**src/rtl/mac_cluster_seq_pkg.sv**
```systemverilog
// Shared types and constants for the MAC cluster: FSM states, mode-bit indices
// and the configuration beat-count helper.
package mac_cluster_seq_pkg;

    localparam int MODE_SIGNED = 0;
    localparam int MODE_MAC    = 1;
    localparam int MODE_SAT    = 2;
    localparam int MODE_DUMP   = 3;

    typedef enum logic [1:0] {
        ST_IDLE = 2'd0,
        ST_LOAD = 2'd1,
        ST_RUN  = 2'd2
    } state_t;

    function automatic int ceil_div(input int num, input int den);
        return (num + den - 1) / den;
    endfunction

endpackage

```
**src/rtl/mac_cluster_seq_lane.sv**
```systemverilog
// One MAC lane: operand stage, multiply with sign/zero extension, accumulate
// with wrap or saturate, and a sticky overflow flag.
module mac_cluster_seq_lane
    import mac_cluster_seq_pkg::*;
#(
    parameter int MAC_MIN_WIDTH  = 8,
    parameter int MAC_MULT_WIDTH = 2 * MAC_MIN_WIDTH,
    parameter int MAC_ACC_WIDTH  = 2 * MAC_MULT_WIDTH
) (
    input  logic                     clk,
    input  logic                     rst,
    input  logic                     en,
    input  logic                     load,
    input  logic                     fire,
    input  logic                     commit,
    input  logic                     dump,
    input  logic                     is_signed,
    input  logic                     is_mac,
    input  logic                     is_sat,
    input  logic [MAC_MIN_WIDTH-1:0] a,
    input  logic [MAC_MIN_WIDTH-1:0] b,
    input  logic [MAC_ACC_WIDTH-1:0] init,
    output logic [MAC_ACC_WIDTH-1:0] res,
    output logic                     ovf
);

    localparam int EXT_W = MAC_ACC_WIDTH + 1;

    logic [MAC_MIN_WIDTH-1:0]        a_r;
    logic [MAC_MIN_WIDTH-1:0]        b_r;
    logic [MAC_ACC_WIDTH-1:0]        acc_r;
    logic [MAC_ACC_WIDTH-1:0]        res_r;
    logic                            ovf_r;

    logic signed [MAC_MULT_WIDTH-1:0] prod_sgn_s;
    logic [MAC_MULT_WIDTH-1:0]        prod_uns_s;
    logic [EXT_W-1:0]                 prod_ext_s;
    logic [EXT_W-1:0]                 acc_ext_s;
    logic [EXT_W-1:0]                 sum_s;
    logic [MAC_ACC_WIDTH-1:0]         sat_val_s;
    logic [MAC_ACC_WIDTH-1:0]         mac_res_s;
    logic                             ovf_s;

    // Product, one-bit-wider accumulate, overflow detection and clamp value
    always_comb begin
        prod_sgn_s = MAC_MULT_WIDTH'($signed(a_r)) * MAC_MULT_WIDTH'($signed(b_r));
        prod_uns_s = MAC_MULT_WIDTH'(a_r) * MAC_MULT_WIDTH'(b_r);
        if (is_signed) begin
            prod_ext_s = EXT_W'(prod_sgn_s);
            acc_ext_s  = {acc_r[MAC_ACC_WIDTH-1], acc_r};
        end else begin
            prod_ext_s = EXT_W'(prod_uns_s);
            acc_ext_s  = {1'b0, acc_r};
        end
        sum_s = acc_ext_s + prod_ext_s;
        // The spare top bit disagrees with the sign bit exactly when the signed range is left
        if (is_signed) begin
            ovf_s = sum_s[MAC_ACC_WIDTH] ^ sum_s[MAC_ACC_WIDTH-1];
            if (sum_s[MAC_ACC_WIDTH]) begin
                sat_val_s = {1'b1, {(MAC_ACC_WIDTH-1){1'b0}}};
            end else begin
                sat_val_s = {1'b0, {(MAC_ACC_WIDTH-1){1'b1}}};
            end
        end else begin
            ovf_s     = sum_s[MAC_ACC_WIDTH];
            sat_val_s = {MAC_ACC_WIDTH{1'b1}};
        end
        if (ovf_s && is_sat) begin
            mac_res_s = sat_val_s;
        end else begin
            mac_res_s = sum_s[MAC_ACC_WIDTH-1:0];
        end
    end

    // S1 operand capture and S2 result/accumulator update
    always_ff @(posedge clk) begin
        if (rst) begin
            a_r   <= {MAC_MIN_WIDTH{1'b0}};
            b_r   <= {MAC_MIN_WIDTH{1'b0}};
            acc_r <= {MAC_ACC_WIDTH{1'b0}};
            res_r <= {MAC_ACC_WIDTH{1'b0}};
            ovf_r <= 1'b0;
        end else if (en) begin
            if (load) begin
                a_r <= a;
                b_r <= b;
            end
            if (commit) begin
                acc_r <= init;
                ovf_r <= 1'b0;
            end else if (fire) begin
                if (is_mac) begin
                    res_r <= mac_res_s;
                    if (dump) begin
                        acc_r <= init;
                    end else begin
                        acc_r <= mac_res_s;
                    end
                    if (ovf_s) begin
                        ovf_r <= 1'b1;
                    end
                end else begin
                    res_r <= prod_ext_s[MAC_ACC_WIDTH-1:0];
                end
            end
        end
    end

    assign res = res_r;
    assign ovf = ovf_r;

endmodule

```
**src/rtl/mac_cluster_seq.sv**
```systemverilog
// N-lane MAC cluster: serial config loader FSM, operand handshake, shared
// beat/dump counters, and the generated lane array.
module mac_cluster_seq
    import mac_cluster_seq_pkg::*;
#(
    parameter int NUM_LANES      = 4,
    parameter int MAC_MIN_WIDTH  = 8,
    parameter int MAC_MULT_WIDTH = 2 * MAC_MIN_WIDTH,
    parameter int MAC_ACC_WIDTH  = 2 * MAC_MULT_WIDTH,
    parameter int MAC_CONF_WIDTH = 4,
    parameter int DUMP_LEN_WIDTH = 8,
    parameter int CFG_BUS_WIDTH  = 8
) (
    input  logic                                 clk,
    input  logic                                 rst,
    input  logic                                 en,
    input  logic                                 cset,
    input  logic [CFG_BUS_WIDTH-1:0]             cfg,
    input  logic                                 in_valid,
    output logic                                 in_ready,
    input  logic [NUM_LANES*MAC_MIN_WIDTH-1:0]   A,
    input  logic [NUM_LANES*MAC_MIN_WIDTH-1:0]   B,
    output logic [NUM_LANES*MAC_ACC_WIDTH-1:0]   out,
    output logic                                 out_valid,
    output logic                                 out_last,
    output logic [NUM_LANES-1:0]                 ovf,
    output logic                                 cfg_busy,
    output logic                                 configured
);

    localparam int INIT_OFF  = MAC_CONF_WIDTH + DUMP_LEN_WIDTH;
    localparam int INIT_W    = NUM_LANES * MAC_ACC_WIDTH;
    localparam int CW_W      = INIT_OFF + INIT_W;
    localparam int CFG_BEATS = ceil_div(CW_W, CFG_BUS_WIDTH);
    localparam int SHR_W     = (CFG_BEATS - 1) * CFG_BUS_WIDTH;
    localparam int BEAT_W    = $clog2(CFG_BEATS);
    localparam logic [BEAT_W-1:0] LAST_BEAT = BEAT_W'(CFG_BEATS - 1);

    state_t                    state_r;
    logic [SHR_W-1:0]          shadow_r;
    logic [BEAT_W-1:0]         beat_r;
    logic [MAC_CONF_WIDTH-1:0] mode_r;
    logic [DUMP_LEN_WIDTH-1:0] dump_len_r;
    logic [DUMP_LEN_WIDTH-1:0] dump_cnt_r;
    logic [INIT_W-1:0]         init_r;
    logic                      configured_r;
    logic                      cfg_busy_r;
    logic                      s1_valid_r;
    logic                      out_valid_r;
    logic                      out_last_r;

    logic                      in_ready_s;
    logic                      accept_s;
    logic                      commit_s;
    logic                      dump_hit_s;
    logic [SHR_W-1:0]          shadow_shift_s;
    logic [CW_W-1:0]           cw_s;
    logic [INIT_W-1:0]         lane_init_s;

    // Handshake, commit detection, dump decision and the config word as it will be committed
    always_comb begin
        in_ready_s     = en & (state_r == ST_RUN);
        accept_s       = in_valid & in_ready_s;
        commit_s       = en & cset & (state_r == ST_LOAD) & (beat_r == LAST_BEAT);
        shadow_shift_s = {cfg, shadow_r[SHR_W-1:CFG_BUS_WIDTH]};
        // The final beat is still on the bus at commit, so it completes the word from the top
        cw_s           = CW_W'({cfg, shadow_r});
        if (mode_r[MODE_DUMP] && (dump_len_r != {DUMP_LEN_WIDTH{1'b0}})) begin
            dump_hit_s = (dump_cnt_r == (dump_len_r - DUMP_LEN_WIDTH'(1)));
        end else begin
            dump_hit_s = 1'b0;
        end
        if (commit_s) begin
            lane_init_s = cw_s[CW_W-1:INIT_OFF];
        end else begin
            lane_init_s = init_r;
        end
    end

    // Config FSM, shadow shift register, pipeline valid tracking and dump counter
    always_ff @(posedge clk) begin
        if (rst) begin
            state_r      <= ST_IDLE;
            shadow_r     <= {SHR_W{1'b0}};
            beat_r       <= {BEAT_W{1'b0}};
            mode_r       <= {MAC_CONF_WIDTH{1'b0}};
            dump_len_r   <= {DUMP_LEN_WIDTH{1'b0}};
            dump_cnt_r   <= {DUMP_LEN_WIDTH{1'b0}};
            init_r       <= {INIT_W{1'b0}};
            configured_r <= 1'b0;
            cfg_busy_r   <= 1'b0;
            s1_valid_r   <= 1'b0;
            out_valid_r  <= 1'b0;
            out_last_r   <= 1'b0;
        end else if (en) begin
            s1_valid_r  <= accept_s;
            out_valid_r <= s1_valid_r;
            out_last_r  <= s1_valid_r & dump_hit_s;
            if (s1_valid_r && mode_r[MODE_DUMP]) begin
                if (dump_hit_s) begin
                    dump_cnt_r <= {DUMP_LEN_WIDTH{1'b0}};
                end else begin
                    dump_cnt_r <= dump_cnt_r + DUMP_LEN_WIDTH'(1);
                end
            end
            case (state_r)
                ST_IDLE, ST_RUN: begin
                    if (cset) begin
                        shadow_r   <= shadow_shift_s;
                        beat_r     <= BEAT_W'(1);
                        cfg_busy_r <= 1'b1;
                        state_r    <= ST_LOAD;
                    end
                end
                ST_LOAD: begin
                    if (cset && (beat_r == LAST_BEAT)) begin
                        mode_r       <= cw_s[MAC_CONF_WIDTH-1:0];
                        dump_len_r   <= cw_s[MAC_CONF_WIDTH +: DUMP_LEN_WIDTH];
                        init_r       <= cw_s[CW_W-1:INIT_OFF];
                        dump_cnt_r   <= {DUMP_LEN_WIDTH{1'b0}};
                        shadow_r     <= {SHR_W{1'b0}};
                        beat_r       <= {BEAT_W{1'b0}};
                        configured_r <= 1'b1;
                        cfg_busy_r   <= 1'b0;
                        state_r      <= ST_RUN;
                    end else if (cset) begin
                        shadow_r <= shadow_shift_s;
                        beat_r   <= beat_r + BEAT_W'(1);
                    end else begin
                        // Aborted load: partial word is thrown away, old config stays live
                        shadow_r   <= {SHR_W{1'b0}};
                        beat_r     <= {BEAT_W{1'b0}};
                        cfg_busy_r <= 1'b0;
                        if (configured_r) begin
                            state_r <= ST_RUN;
                        end else begin
                            state_r <= ST_IDLE;
                        end
                    end
                end
                default: begin
                    state_r    <= ST_IDLE;
                    beat_r     <= {BEAT_W{1'b0}};
                    cfg_busy_r <= 1'b0;
                end
            endcase
        end else begin
            out_valid_r <= 1'b0;
            out_last_r  <= 1'b0;
        end
    end

    for (genvar i = 0; i < NUM_LANES; i++) begin : g_lane
        mac_cluster_seq_lane #(
            .MAC_MIN_WIDTH (MAC_MIN_WIDTH),
            .MAC_MULT_WIDTH(MAC_MULT_WIDTH),
            .MAC_ACC_WIDTH (MAC_ACC_WIDTH)
        ) u_lane (
            .clk      (clk),
            .rst      (rst),
            .en       (en),
            .load     (accept_s),
            .fire     (s1_valid_r),
            .commit   (commit_s),
            .dump     (dump_hit_s),
            .is_signed(mode_r[MODE_SIGNED]),
            .is_mac   (mode_r[MODE_MAC]),
            .is_sat   (mode_r[MODE_SAT]),
            .a        (A[i*MAC_MIN_WIDTH +: MAC_MIN_WIDTH]),
            .b        (B[i*MAC_MIN_WIDTH +: MAC_MIN_WIDTH]),
            .init     (lane_init_s[i*MAC_ACC_WIDTH +: MAC_ACC_WIDTH]),
            .res      (out[i*MAC_ACC_WIDTH +: MAC_ACC_WIDTH]),
            .ovf      (ovf[i])
        );
    end

    assign in_ready   = in_ready_s;
    assign out_valid  = out_valid_r;
    assign out_last   = out_last_r;
    assign cfg_busy   = cfg_busy_r;
    assign configured = configured_r;

endmodule

```
**config.mk**
```make
export PLATFORM = sky130hd
export DESIGN_NAME = mac_cluster_seq
export DESIGN_NICKNAME = d
export VERILOG_FILES = /design/src/rtl/mac_cluster_seq_pkg.sv /design/src/rtl/mac_cluster_seq_lane.sv /design/src/rtl/mac_cluster_seq.sv
export SDC_FILE = /design/constraint.sdc
export NUM_CORES = 2
export LEC_CHECK = 0
export BUFFER_PORTS_ARGS = -buffer_cell sky130_fd_sc_hd__buf_4
export CAP_MARGIN = 20
export CORE_UTILIZATION = 30
export DETAILED_ROUTE_END_ITERATION = 8
export HOLD_SLACK_MARGIN = 0.03
export SYNTH_ARGS = -nofsm -noshare
export SYNTH_HDL_FRONTEND = slang
export SYNTH_SLANG_ARGS = --single-unit
```
**constraint.sdc**
```tcl
create_clock -name clk -period 14.55 [get_ports clk]
set_clock_uncertainty 0.05 [all_clocks]
set_input_delay 2.91 -clock clk [delete_from_list [all_inputs] [get_ports clk]]
set_output_delay 2.91 -clock clk [all_outputs]
set_load 0.1 [all_outputs]
```
==> qor.yml <==
startpoint: "g_lane[1].u_lane.b_r[7]"
slew-limit-headroom_pct: 24.4
grt_use_met3_pct: 4.76
cts_tree: "yes"
p_leak_nw: 23.7
dr_total_vias: 42154
yosysWarnings: 0
cp.arrival_ns: 9.80
num_rows: 146
synth-compound-area-share_pct: 21.3
wirelength_um: 167000
drv_slew: 0
fin_crit_sh_pct: 63.8
synth_area_leaders: "dfxtp_1 (26%), fa_1 (14%), ha_1 (9.5%)"
power_density_mw_per_mm2: 69.4
firstDrtPassIters: 9
crit_path_start_kind: "register"
status: "complete, no violations"
clock-sinks: 620
synth_top_family_by_area: "adder cells"
syn_inst: 5764
period_needed_ns: 9.28
clock_path_buffers: 3
die_height_um: 402
drive_above_1_share_pct: 8.43
synthAdderAreaFrac_pct: 23.9
slowest_delay_ns: 0.73
grt-ovfl-total: 0
post-cts-setup-buffers: 0
final_nets: 6555
syn_area_per_cell_um2: 8.31
use_met1_pct: 28.3
synthFlopType: "dfxtp_1"
ctsResizeCount: 0
wl_per_cell_um: 21.1
drtIter0Drc: 4986
grt_pass1_wl_um: 255000
path_buf_inv: 5
hpwlAfterDp_um: 125000
place_congestion: 0.929
critPathMaxFanout: 19
ant_nets: 0
chipWidth_um: 402
maxCapViolations: 0
syn_area_mm2: 0.0479
critPathKind: "register to register"
yosysTopAreaCellShare_pct: 25.9
fin_area_mm2: 0.0537
vdd_drop_max_mv: 0.0755
n_fill_cell: 16304
synth.area.mux_share_pct: 1.25
synth-seq-area-share_pct: 25.9
busiest_layer: "met2"
cts_buffers: 71
track_usage_pct: 20.3
core_region_area_mm2: 0.158
fin_tns_setup_ns: 0
avgViaCountPerCell: 5.34
layout_common_cells: "nand2_1 (737), inv_1 (653), dfxtp_1 (618)"
hold_viol_final: 0
syn-num-nets: 6550
grt_start_max_net_pins: 180
finalSetupViolCount: 0
ys_types: 104
required_ns: 15.07
cts.root.buffer_cell: "clkbuf_16"
max_freq_ghz: 0.108
crit_slowest_cell: "dfxtp_1"
tightest_slew_ns: 1.13
critPathCaptureType: "register"
rr_startpoint: "g_lane[1].u_lane.b_r[7]"
synth_xor_xnor_area_share_pct: 4.25
final_util_pct: 33.9
hold_class: "register to register"
yosys_register_bits: 620
synth_edf_count: 0
start_util_pct: 30.2
grt_setup_unrepaired: "no"
clk-insertion-delay-late_ns: 0.68
grtUsageMet2_pct: 30.8
port_buffers: 213
synth_simple_gate_area_share_pct: 15.5
place_area_mm2: 0.0512
yosysTopAreaCell: "dfxtp_1"
clk_pin_slew_ns: 0.06
fp.dieArea_mm2: 0.161
hold_buffers: 0
antenna_found_initial: 9
final_common_cell: "nand2_1"
drcViolationCount: 0
syn2layout_area_growth_pct: 12.1
grt_pass1_vias: 41091
pin_count: 214
ys_async_sr_fraction_pct: 0
min_from: "shadow_r[0]"
path_delay_family: "compound AO/OA/AOI/OAI gates"
h-tree-depth: 3
[synthesized netlist by cell type, types with 9 or more instances]
library cell / instances
o22ai_1: 28
a21o_1: 91
o31ai_1: 17
buf_2: 15
mux2_2: 18
nand2b_1: 35
a31o_2: 9
o21ai_1: 25
nand2_1: 740
ha_1: 365
o21bai_1: 30
a211oi_1: 54
o21ai_0: 217
a221oi_1: 12
nor3_1: 52
or2_2: 16
fa_1: 344
xnor2_1: 155
a21oi_1: 463
and2_1: 164
o211ai_1: 45
and3_1: 27
clkbuf_1: 285
nand3_1: 122
mux2i_1: 36
a31oi_1: 27
or3_1: 20
o21a_1: 35
xor2_1: 66
inv_1: 654
nor2_1: 392
nand4_1: 12
a22oi_1: 171
a21boi_0: 13
a222oi_1: 91
dfxtp_1: 620
buf_1: 15
a221o_1: 24
o311ai_0: 18
nor4_1: 11
a211o_1: 20
nor2b_1: 26
[path summary, 6_finish.rpt]
check / end / slack [ns] / cells past startpoint
worst min-delay path: mode_r[0] / 0.40 / 2
worst max-delay path: g_lane[1].u_lane.acc_r[30] / 5.27 / 27
worst max register to register: g_lane[1].u_lane.acc_r[30] / 5.27 / 27
worst min register to register: mode_r[0] / 0.40 / 2
[worst min-delay path, cell delays in order, from the launching register on]
cell and delay [ns]:
dfxtp_1 0.31, nand2_1 0.05, a21oi_1 0.05
[power breakdown]
group / switching, mW / internal, mW
registers: 0.00335 / 1.70
clock network: 0.810 / 1.13
logic: 0.0615 / 0.0206
[layer usage]
metal	vias to the layer above	routed length, µm	part of all wire (%)
li1	19776	-	-
met1	20655	74200	44
met2	1487	72000	43
met3	224	15500	9.3
met4	12	4930	3.0
met5	-	66	0.040
[flip-flops by register name, summed over array words and instances (netlist names)]
signal,cells
g_lane.u_lane.a_r,32
init_r,128
beat_r,5
out_last,1
mode_r,4
g_lane.u_lane.res,128
dump_cnt_r,8
out_valid,1
dump_len_r,8
state_r,2
g_lane.u_lane.b_r,32
s1_valid_r,1
cfg_busy,1
configured,1
g_lane.u_lane.ovf,4
g_lane.u_lane.acc_r,128
shadow_r,136
[metrics by stage]
step	setup slack, ns	cells	total power, mW	hold WS, ns
final	5.27	7896	3.73	0.397
after global routing	4.67	7894	3.82	0.407
after CTS	5.16	7892	3.76	0.394
after detailed placement	5.24	7766	1.82	0.386
after global placement	5.30	7766	1.82	0.386
after floorplan	6.74	5764	1.78	0.382
[cells by family after synthesis]
kind of cell,count (synthesis)
AO/OA/AOI/OAI,1512
XOR/XNOR,226
adder cells (fa/ha/maj),709
buffers and inverters,984
flip-flops,620
multiplexers,56
AND/OR/NAND/NOR,1657
[area by class of cell]
| class | instances | area (µm²) | share of cell area (%) |
|---|---|---|---|
| Antenna cell | 2 | 5.00 | 0.00932 |
| Clock buffer | 92 | 1990 | 3.70 |
| Clock inverter | 34 | 459 | 0.855 |
| Inverter | 655 | 2460 | 4.58 |
| Multi-Input combinational cell | 4160 | 31800 | 59.2 |
| Sequential cell | 620 | 12400 | 23.1 |
| Tap cell | 2072 | 2590 | 4.83 |
| Timing Repair Buffer | 261 | 2000 | 3.72 |
Power figures use the tool's default switching activity.
